==> config.mk <==
export PLATFORM = sky130hd
export DESIGN_NAME = tuner_ctrl
export DESIGN_NICKNAME = d
export VERILOG_FILES = /design/src/rtl/tuner_ctrl.sv
export SDC_FILE = /design/constraint.sdc
export NUM_CORES = 1
export LEC_CHECK = 0
export CAP_MARGIN = 5
export CORE_UTILIZATION = 44
export DETAILED_ROUTE_END_ITERATION = 16
export PLACE_DENSITY = 0.88
export SLEW_MARGIN = 40
export SYNTH_ARGS = -nofsm -noshare
export SYNTH_HDL_FRONTEND = slang
export SYNTH_SLANG_ARGS = --single-unit
==> constraint.sdc <==
create_clock -name i_clk -period 2.8 [get_ports i_clk]
set_input_delay 0.56 -clock i_clk [delete_from_list [all_inputs] [get_ports i_clk]]
set_output_delay 0.56 -clock i_clk [all_outputs]
set_load 0.05 [all_outputs]
==> src/rtl/tuner_ctrl.sv <==
// tuner_ctrl -- host-side controller for one tuner_phy instance.
//
// A start command triggers a ring sweep on the PHY and captures the returned
// peak list. The controller then selects the entry at the target index
// latched with start, programs the PHY lock target (power and tune code) and
// triggers lock. While locked it acknowledges lock-loss interrupts and
// requests resume after RESUME_WAIT cycles of back-off. If the selected index
// is beyond the returned peak count, the search is repeated. After MAX_RETRY
// failed searches the controller parks in ERR.
//
// Ports
//   i_clk, i_rst              clock, asynchronous active-high reset
//   i_start, i_abort          command pulses (start: IDLE only; abort: LOCKED/ERR only)
//   i_target_idx              peak index to lock onto, sampled with start
//   o_search_trig_val/rdy     search request handshake
//   i_search_peaks_val/rdy    peak list handshake (+ tune/power arrays, count)
//   o_lock_trig_val/rdy       lock request handshake
//   i_lock_intr_val/rdy       lock-loss interrupt handshake
//   o_lock_resume_val/rdy     resume request handshake
//   o_cfg_pwr_peak            lock target power to the PHY
//   o_cfg_ring_tune_peak      lock start tune code to the PHY
//   o_state, o_locked, o_err  status monitors
//   o_retry_cnt, o_intr_cnt   failed searches / accepted interrupts since start
//
// All val/rdy outputs are decoded from the state register. The only input
// that reaches an output combinationally is i_abort, which masks
// o_lock_intr_rdy so that an abort always wins over a pending interrupt.

module tuner_ctrl #(
  parameter int DAC_WIDTH   = 8,
  parameter int ADC_WIDTH   = 8,
  parameter int NUM_TARGET  = 8,
  parameter int MAX_RETRY   = 3,
  parameter int RESUME_WAIT = 16
) (
  input  logic                                  i_clk,
  input  logic                                  i_rst,
  input  logic                                  i_start,
  input  logic                                  i_abort,
  input  logic [$clog2(NUM_TARGET)-1:0]         i_target_idx,
  output logic                                  o_search_trig_val,
  input  logic                                  i_search_trig_rdy,
  input  logic                                  i_search_peaks_val,
  output logic                                  o_search_peaks_rdy,
  input  logic [NUM_TARGET-1:0][DAC_WIDTH-1:0]  i_ring_tune_peaks,
  input  logic [NUM_TARGET-1:0][ADC_WIDTH-1:0]  i_pwr_peaks,
  input  logic [$clog2(NUM_TARGET):0]           i_peaks_cnt,
  output logic                                  o_lock_trig_val,
  input  logic                                  i_lock_trig_rdy,
  input  logic                                  i_lock_intr_val,
  output logic                                  o_lock_intr_rdy,
  output logic                                  o_lock_resume_val,
  input  logic                                  i_lock_resume_rdy,
  output logic [ADC_WIDTH-1:0]                  o_cfg_pwr_peak,
  output logic [DAC_WIDTH-1:0]                  o_cfg_ring_tune_peak,
  output logic [3:0]                            o_state,
  output logic                                  o_locked,
  output logic                                  o_err,
  output logic [$clog2(MAX_RETRY+1)-1:0]        o_retry_cnt,
  output logic [7:0]                            o_intr_cnt
);

  localparam int IW = $clog2(NUM_TARGET);
  localparam int RW = $clog2(MAX_RETRY+1);
  localparam int BW = (RESUME_WAIT > 1) ? $clog2(RESUME_WAIT) : 1;

  typedef enum logic [3:0] {
    IDLE        = 4'd0,
    SEARCH_REQ  = 4'd1,
    SEARCH_WAIT = 4'd2,
    SELECT      = 4'd3,
    LOCK_REQ    = 4'd4,
    LOCKED      = 4'd5,
    BACKOFF     = 4'd6,
    RESUME_REQ  = 4'd7,
    ERR         = 4'd8
  } state_t;

  // One peak-list entry: what gets handed to the PHY as lock target.
  typedef struct packed {
    logic [ADC_WIDTH-1:0] pwr;
    logic [DAC_WIDTH-1:0] tune;
  } peak_t;

  state_t        state, state_nxt;
  logic [IW-1:0] tgt_idx;
  logic [IW:0]   cnt_q;
  peak_t         cap_q;     // entry captured at the peak handshake
  peak_t         cfg_q;     // entry currently programmed into the PHY
  logic [BW-1:0] bo_cnt;

  logic          sel_ok;
  logic [RW-1:0] retry_inc;
  logic          retry_max;
  logic          intr_take;

  // Selection succeeds when the latched index lies inside the returned list.
  assign sel_ok    = ({1'b0, tgt_idx} < cnt_q);
  assign retry_inc = o_retry_cnt + RW'(1);
  assign retry_max = (retry_inc == RW'(MAX_RETRY));
  assign intr_take = (state == LOCKED) && !i_abort && i_lock_intr_val;

  // ---------------------------------------------------------------------------
  // State register
  // ---------------------------------------------------------------------------
  always_ff @(posedge i_clk or posedge i_rst) begin
    if (i_rst) state <= IDLE;
    else       state <= state_nxt;
  end

  // ---------------------------------------------------------------------------
  // Next state and decoded outputs
  // ---------------------------------------------------------------------------
  always_comb begin
    state_nxt          = state;
    o_search_trig_val  = 1'b0;
    o_search_peaks_rdy = 1'b0;
    o_lock_trig_val    = 1'b0;
    o_lock_intr_rdy    = 1'b0;
    o_lock_resume_val  = 1'b0;
    o_locked           = 1'b0;
    o_err              = 1'b0;

    case (state)
      IDLE: begin
        if (i_start) state_nxt = SEARCH_REQ;
      end
      SEARCH_REQ: begin
        o_search_trig_val = 1'b1;
        if (i_search_trig_rdy) state_nxt = SEARCH_WAIT;
      end
      SEARCH_WAIT: begin
        o_search_peaks_rdy = 1'b1;
        if (i_search_peaks_val) state_nxt = SELECT;
      end
      SELECT: begin
        if (sel_ok)         state_nxt = LOCK_REQ;
        else if (retry_max) state_nxt = ERR;
        else                state_nxt = SEARCH_REQ;
      end
      LOCK_REQ: begin
        o_lock_trig_val = 1'b1;
        if (i_lock_trig_rdy) state_nxt = LOCKED;
      end
      LOCKED: begin
        o_locked        = 1'b1;
        // Abort takes priority; withholding rdy keeps the interrupt pending
        // at the PHY rather than silently dropping it.
        o_lock_intr_rdy = !i_abort;
        if (i_abort)              state_nxt = IDLE;
        else if (i_lock_intr_val) state_nxt = BACKOFF;
      end
      BACKOFF: begin
        if (bo_cnt == '0) state_nxt = RESUME_REQ;
      end
      RESUME_REQ: begin
        o_lock_resume_val = 1'b1;
        if (i_lock_resume_rdy) state_nxt = LOCKED;
      end
      ERR: begin
        o_err = 1'b1;
        if (i_abort) state_nxt = IDLE;
      end
      default: state_nxt = IDLE;
    endcase
  end

  assign o_state = state;

  // ---------------------------------------------------------------------------
  // Datapath: target latch, peak capture, lock config, counters
  // ---------------------------------------------------------------------------
  always_ff @(posedge i_clk or posedge i_rst) begin
    if (i_rst) begin
      tgt_idx     <= '0;
      cnt_q       <= '0;
      cap_q       <= '0;
      cfg_q       <= '0;
      o_retry_cnt <= '0;
      o_intr_cnt  <= '0;
      bo_cnt      <= '0;
    end else begin
      case (state)
        IDLE: begin
          if (i_start) begin
            tgt_idx     <= i_target_idx;
            o_retry_cnt <= '0;
            o_intr_cnt  <= '0;
          end
        end
        SEARCH_WAIT: begin
          // Only the entry at the latched index is kept; the rest of the
          // list is never needed after selection.
          if (i_search_peaks_val) begin
            cnt_q      <= i_peaks_cnt;
            cap_q.tune <= i_ring_tune_peaks[tgt_idx];
            cap_q.pwr  <= i_pwr_peaks[tgt_idx];
          end
        end
        SELECT: begin
          if (sel_ok) cfg_q       <= cap_q;
          else        o_retry_cnt <= retry_inc;
        end
        LOCKED: begin
          if (intr_take) begin
            if (o_intr_cnt != 8'hFF) o_intr_cnt <= o_intr_cnt + 8'd1;
            // Loaded with WAIT-1 so BACKOFF lasts exactly RESUME_WAIT cycles
            // (terminal count 0 included).
            bo_cnt <= BW'(RESUME_WAIT - 1);
          end
        end
        BACKOFF: begin
          if (bo_cnt != '0) bo_cnt <= bo_cnt - BW'(1);
        end
        default: ;
      endcase
    end
  end

  // cfg_q only changes in SELECT, so it is stable through LOCK_REQ and the
  // whole locked loop.
  assign o_cfg_pwr_peak       = cfg_q.pwr;
  assign o_cfg_ring_tune_peak = cfg_q.tune;

endmodule

# ---- After elaboration in Yosys (flattened, before gate mapping)
# Cells that the tools add are included.
dict set report word_totals {
  register_bits 57
  input_bits 144
  wordCells 86
}
dict set report op_classes {
  addsub 3
  order_cmp 2
  eq_ne 22
  mux 33
  n_reduce_logical 16
}
# operator count
set ops {}
lappend ops {{$mux W4} 13}
lappend ops {{$bmux W8 S3} 2}
lappend ops {{$mux W8} 5}
lappend ops {{$pmux W4 S9} 1}
lappend ops {{$ne A2 B2 Y1 const B} 10}
lappend ops {{$eq A4 B3 Y1 const B} 4}
lappend ops {{$pmux W8 S2} 1}
lappend ops {{$add A8 B1 Y8 const B} 1}
lappend ops {{$eq A4 B2 Y1 const B} 2}
lappend ops {{$logic_not A4 Y1} 2}
lappend ops {{$ne A8 B8 Y1 const B} 1}
lappend ops {{$pmux W4 S2} 1}
lappend ops {{$reduce_and A8 Y1} 1}
lappend ops {{$mux W1} 7}
lappend ops {{$reduce_and A2 Y1} 3}
lappend ops {{$reduce_and A3 Y1} 2}
lappend ops {{$reduce_bool A2 Y1} 3}
lappend ops {{$eq A4 B1 Y1 const B} 1}
lappend ops {{$eq A4 B4 Y1 const B} 1}
lappend ops {{$lt A3 B4 Y1} 1}
lappend ops {{$lt A3 B4 Y1 const B} 1}
lappend ops {{$mux W2} 2}
lappend ops {{$pmux W2 S2} 1}
lappend ops {{$reduce_and A4 Y1} 1}
lappend ops {{8 further kinds} 9}

# ---- Longest topological paths before layout
dict set report depth {
  word_depth 5
  depth_mapped 8
  depth_no_buf 7
}

# ---- Worst setup path before layout
# Ideal clock, no wire load.
dict set report synth_path {
  path_type {reg-to-reg}
  start {reg state[3], in the netlist o_state[3]}
  end {reg state[0], in the netlist o_state[0]}
  setup_ns 0.125
  arrival_ns 3.486
  t_required_ns 2.675
  setup_slack_ns -0.811
  stages_incl_launch_ff 7
  n_path_buf 1
  cell_sequence {dfrtp_1 > buf_2 > nor4b_1 > nor2b_4 > a41o_1 > or4_4 > mux2_4}
}
dict set report synth_between {
  elab_chain_cells 3
}
# item line_no
set synth_lines {}
lappend synth_lines {{from (decl)} 85} ;# state_t state, state_nxt;
lappend synth_lines {{from (signal assigned)} 108} ;# else state <= state_nxt;
lappend synth_lines {{$eq A4 B3 Y1, or another cell as far along} 124} ;# case (state)
lappend synth_lines {{$ne A3 B3 Y1 (no source line) or $ne A2 B2 Y1 (tied branches)} n/a}
lappend synth_lines {{$reduce_and A8 Y1 (no source line)} n/a}
# Several ways; a longest one is shown, not always the timed one.
# A chain may end at the register's enable or synchronous reset.

# ---- Final worst setup path
dict set report layout_path {
  start {reg state[0], in the netlist o_state[0]}
  end {out o_lock_resume_val}
}
dict set report layout_between {
  elab_chain_cells 2
}
# item line_no
set layout_lines {}
lappend layout_lines {{$eq A4 B3 Y1} 124}
lappend layout_lines {{$mux W1} 124}
lappend layout_lines {{to (decl)} 52} ;# output logic o_lock_resume_val,
# Every way passes these cells.

==> out/metrics.yaml <==
rsz0062_at_grt: "no"
preCtsSetupSlack_ns: 0.272
total_power_mw: 4.99
die_h_um: 91.5
insertedDiodeCount: 0
critPathCaptureType: "output pin"
fin_crit_ns: 2.67
crit_path_start_kind: "flip-flop"
nFillCells: 497
drt.antenna.violating_nets: 0
rows: 32
final_max_slew_viol_count: 0
post-cts-setup-buffers: 0
powerDensity_nw_per_um2: 884
finalCritPeriodShare_pct: 95.5
setup_viol: 0
grt_util_all_layers_pct: 26.5
area_growth_pct: 60.0
hpwlAfterDp_um: 8510
grt_pass1_wl_um: 16800
ir_drop_v: 0.000442
cts_root_buf: "clkbuf_8"
finish.utilization_pct: 73.0
fmax_mhz: 374
nets: 627
htreeDepth: 3
grt_max_degree: 37
dp.cells: 569
start_util_pct: 45.6
cts.repair.resized: 0
fin_cells: 584
netlist_instances: 301
max_cap_violations: 0
synthFlopType: "dfrtp_1"
path_clk_slew_ns: 0.06
numPortBuffers: 180
core_area_um2: 7730
crit_type: "flip-flop to output pin"
synth_area_leaders: "dfrtp_1 40%, mux4_2 20%, mux2_2 6.7%"
p_leak_nw: 2.37
wl_um: 10600
ys_seq_elements: 57
drc_errors: 0
yosys_warnings: 0
synth.avg_cell_area_um2: 11.7
synth_edf_count: 0
vias: 3255
whs_ns: 0.480
ys_seq_area_share_pct: 40.5
antenna_found_initial: 0
syn_area_um2: 3520
clock-sinks: 57
vias_per_cell: 5.57
crit_required_ns: 2.24
fin_skew_ns: 0.00507
placed_cell_area_um2: 5450
firstDrtPassIters: 5
hold_viol_final: 0
grt_pass1_vias: 3411
cts_buffer_depth: 2
cts_tree: "built"
die_w_um: 91.5
place.gp.congestion: 0.814
cp.arrival_ns: 2.11
final_cell_area_um2: 5640
drtIter0Drc: 126
regToRegSetupSlack_ns: 0.50
status: "complete, no violations"
grt-ovfl-total: 0
yosysTopAreaCell: "dfrtp_1"
ios: 181
insertion_delay_ns: 0.33
hold_class: "flip-flop to flip-flop"
cts-buffers-inserted: 9
synth_nets: 450
worst_slack_ns: 0.125
crit_fanout: 19
yosysTopAreaCellShare_pct: 40.5
ctsHoldBuffers: 0
slew_headroom_pct: 57.3
tightest_slew_ns: 0.632
die_area_um2: 8370
synth_cell_type_count: 43
setup_tns_ns: 0
drive_gt1_share_pct: 18.5
post_drt_wl_per_cell_um: 18.2
synthArstFlopShare_pct: 100
## power by group
group,internal [mW],switching [mW],leakage (nW)
sequential,1.14,0.275,0.722
clock,0.383,0.305,0.0980
combinational,1.34,1.54,1.55
## cells in the final DEF, fill, tap and decap left out, types with 2 or more instances in the layout
cell type / n
clkdlybuf4s50_1: 174
dfrtp_1: 56
nand2_1: 35
mux4_2: 32
o21ai_0: 24
mux2_2: 21
mux2i_1: 17
nor2_1: 15
clkbuf_8: 12
nand3_1: 10
inv_1: 9
buf_4: 8
ha_1: 5
a21oi_1: 4
xnor2_1: 4
a31oi_1: 4
nand2b_1: 4
dlymetal6s2s_1: 4
a21o_1: 3
a21boi_0: 3
clkinv_2: 3
and3_1: 2
nor2b_1: 2
nand3b_1: 2
a211oi_1: 2
nor4b_2: 2
nor4_1: 2
## area by class of cell
cell class | instances | area (um^2) | share of cell area, %
well taps | 102 | 128 | 2.26
multi-input cells | 213 | 2000 | 35.4
repair buffers | 187 | 1870 | 33.2
inverters | 10 | 37.5 | 0.665
flip-flops and latches | 57 | 1430 | 25.3
clock inverters | 3 | 15.0 | 0.266
clock buffers | 12 | 165 | 2.93
## layer usage
| metal | wire length, um | global-route usage, % | up-vias |
|---|---|---|---|
| li1 | - | - | 1483 |
| met1 | 4150 | 33.0 | 1588 |
| met2 | 5460 | 44.5 | 151 |
| met3 | 668 | 5.36 | 33 |
| met4 | 340 | 11.9 | 0 |
| met5 | 0 | 0 | - |
## path summary, 6_finish.rpt
path / to / startpoint / cells past startpoint
max: o_lock_resume_val / o_state[0] / 3
min: cap_q[3] / cap_q[3] / 2
max reg2reg: o_retry_cnt[1] / o_state[1] / 5
min reg2reg: cap_q[3] / cap_q[3] / 2
max in group asynchronous: tgt_idx[0] / i_rst / 3
min in group asynchronous: o_cfg_pwr_peak[0] / i_rst / 2
## worst max-delay path, stage by stage, from the launching register on
cell,delay (ns)
dfrtp_1,0.74
nand2_1,0.11
nor2_1,0.12
clkdlybuf4s50_1,0.81
## logic make-up (layout without fill, tap and decap cells)
kind of cell,Yosys count,in the layout,share of synthesized area [%]
mux,71,71,32.4
xor+xnor,4,4,0.994
flops,57,57,40.5
compound gates,50,50,9.19
fa+ha+maj,5,5,1.77
simple gates,83,83,11.5
buf+inv,31,212,3.62
## cells in the mapped netlist (5+ instances only)
cell type,count
mux2i_1,17
ha_1,5
buf_2,9
o21ai_0,24
nand3_1,10
nand2_1,35
mux4_2,32
mux2_2,21
nor2_1,15
inv_1,10
clkbuf_1,12
dfrtp_1,57
## registers in the layout (all words and copies together), names as in the netlist
name and count:
bo_cnt 4, cap_q 16, cnt_q 4, o_cfg_pwr_peak 8
o_cfg_ring_tune_peak 8, o_intr_cnt 8, o_retry_cnt 2, o_state 4
tgt_idx 3
No activity file was read; power rests on OpenSTA's default activity.
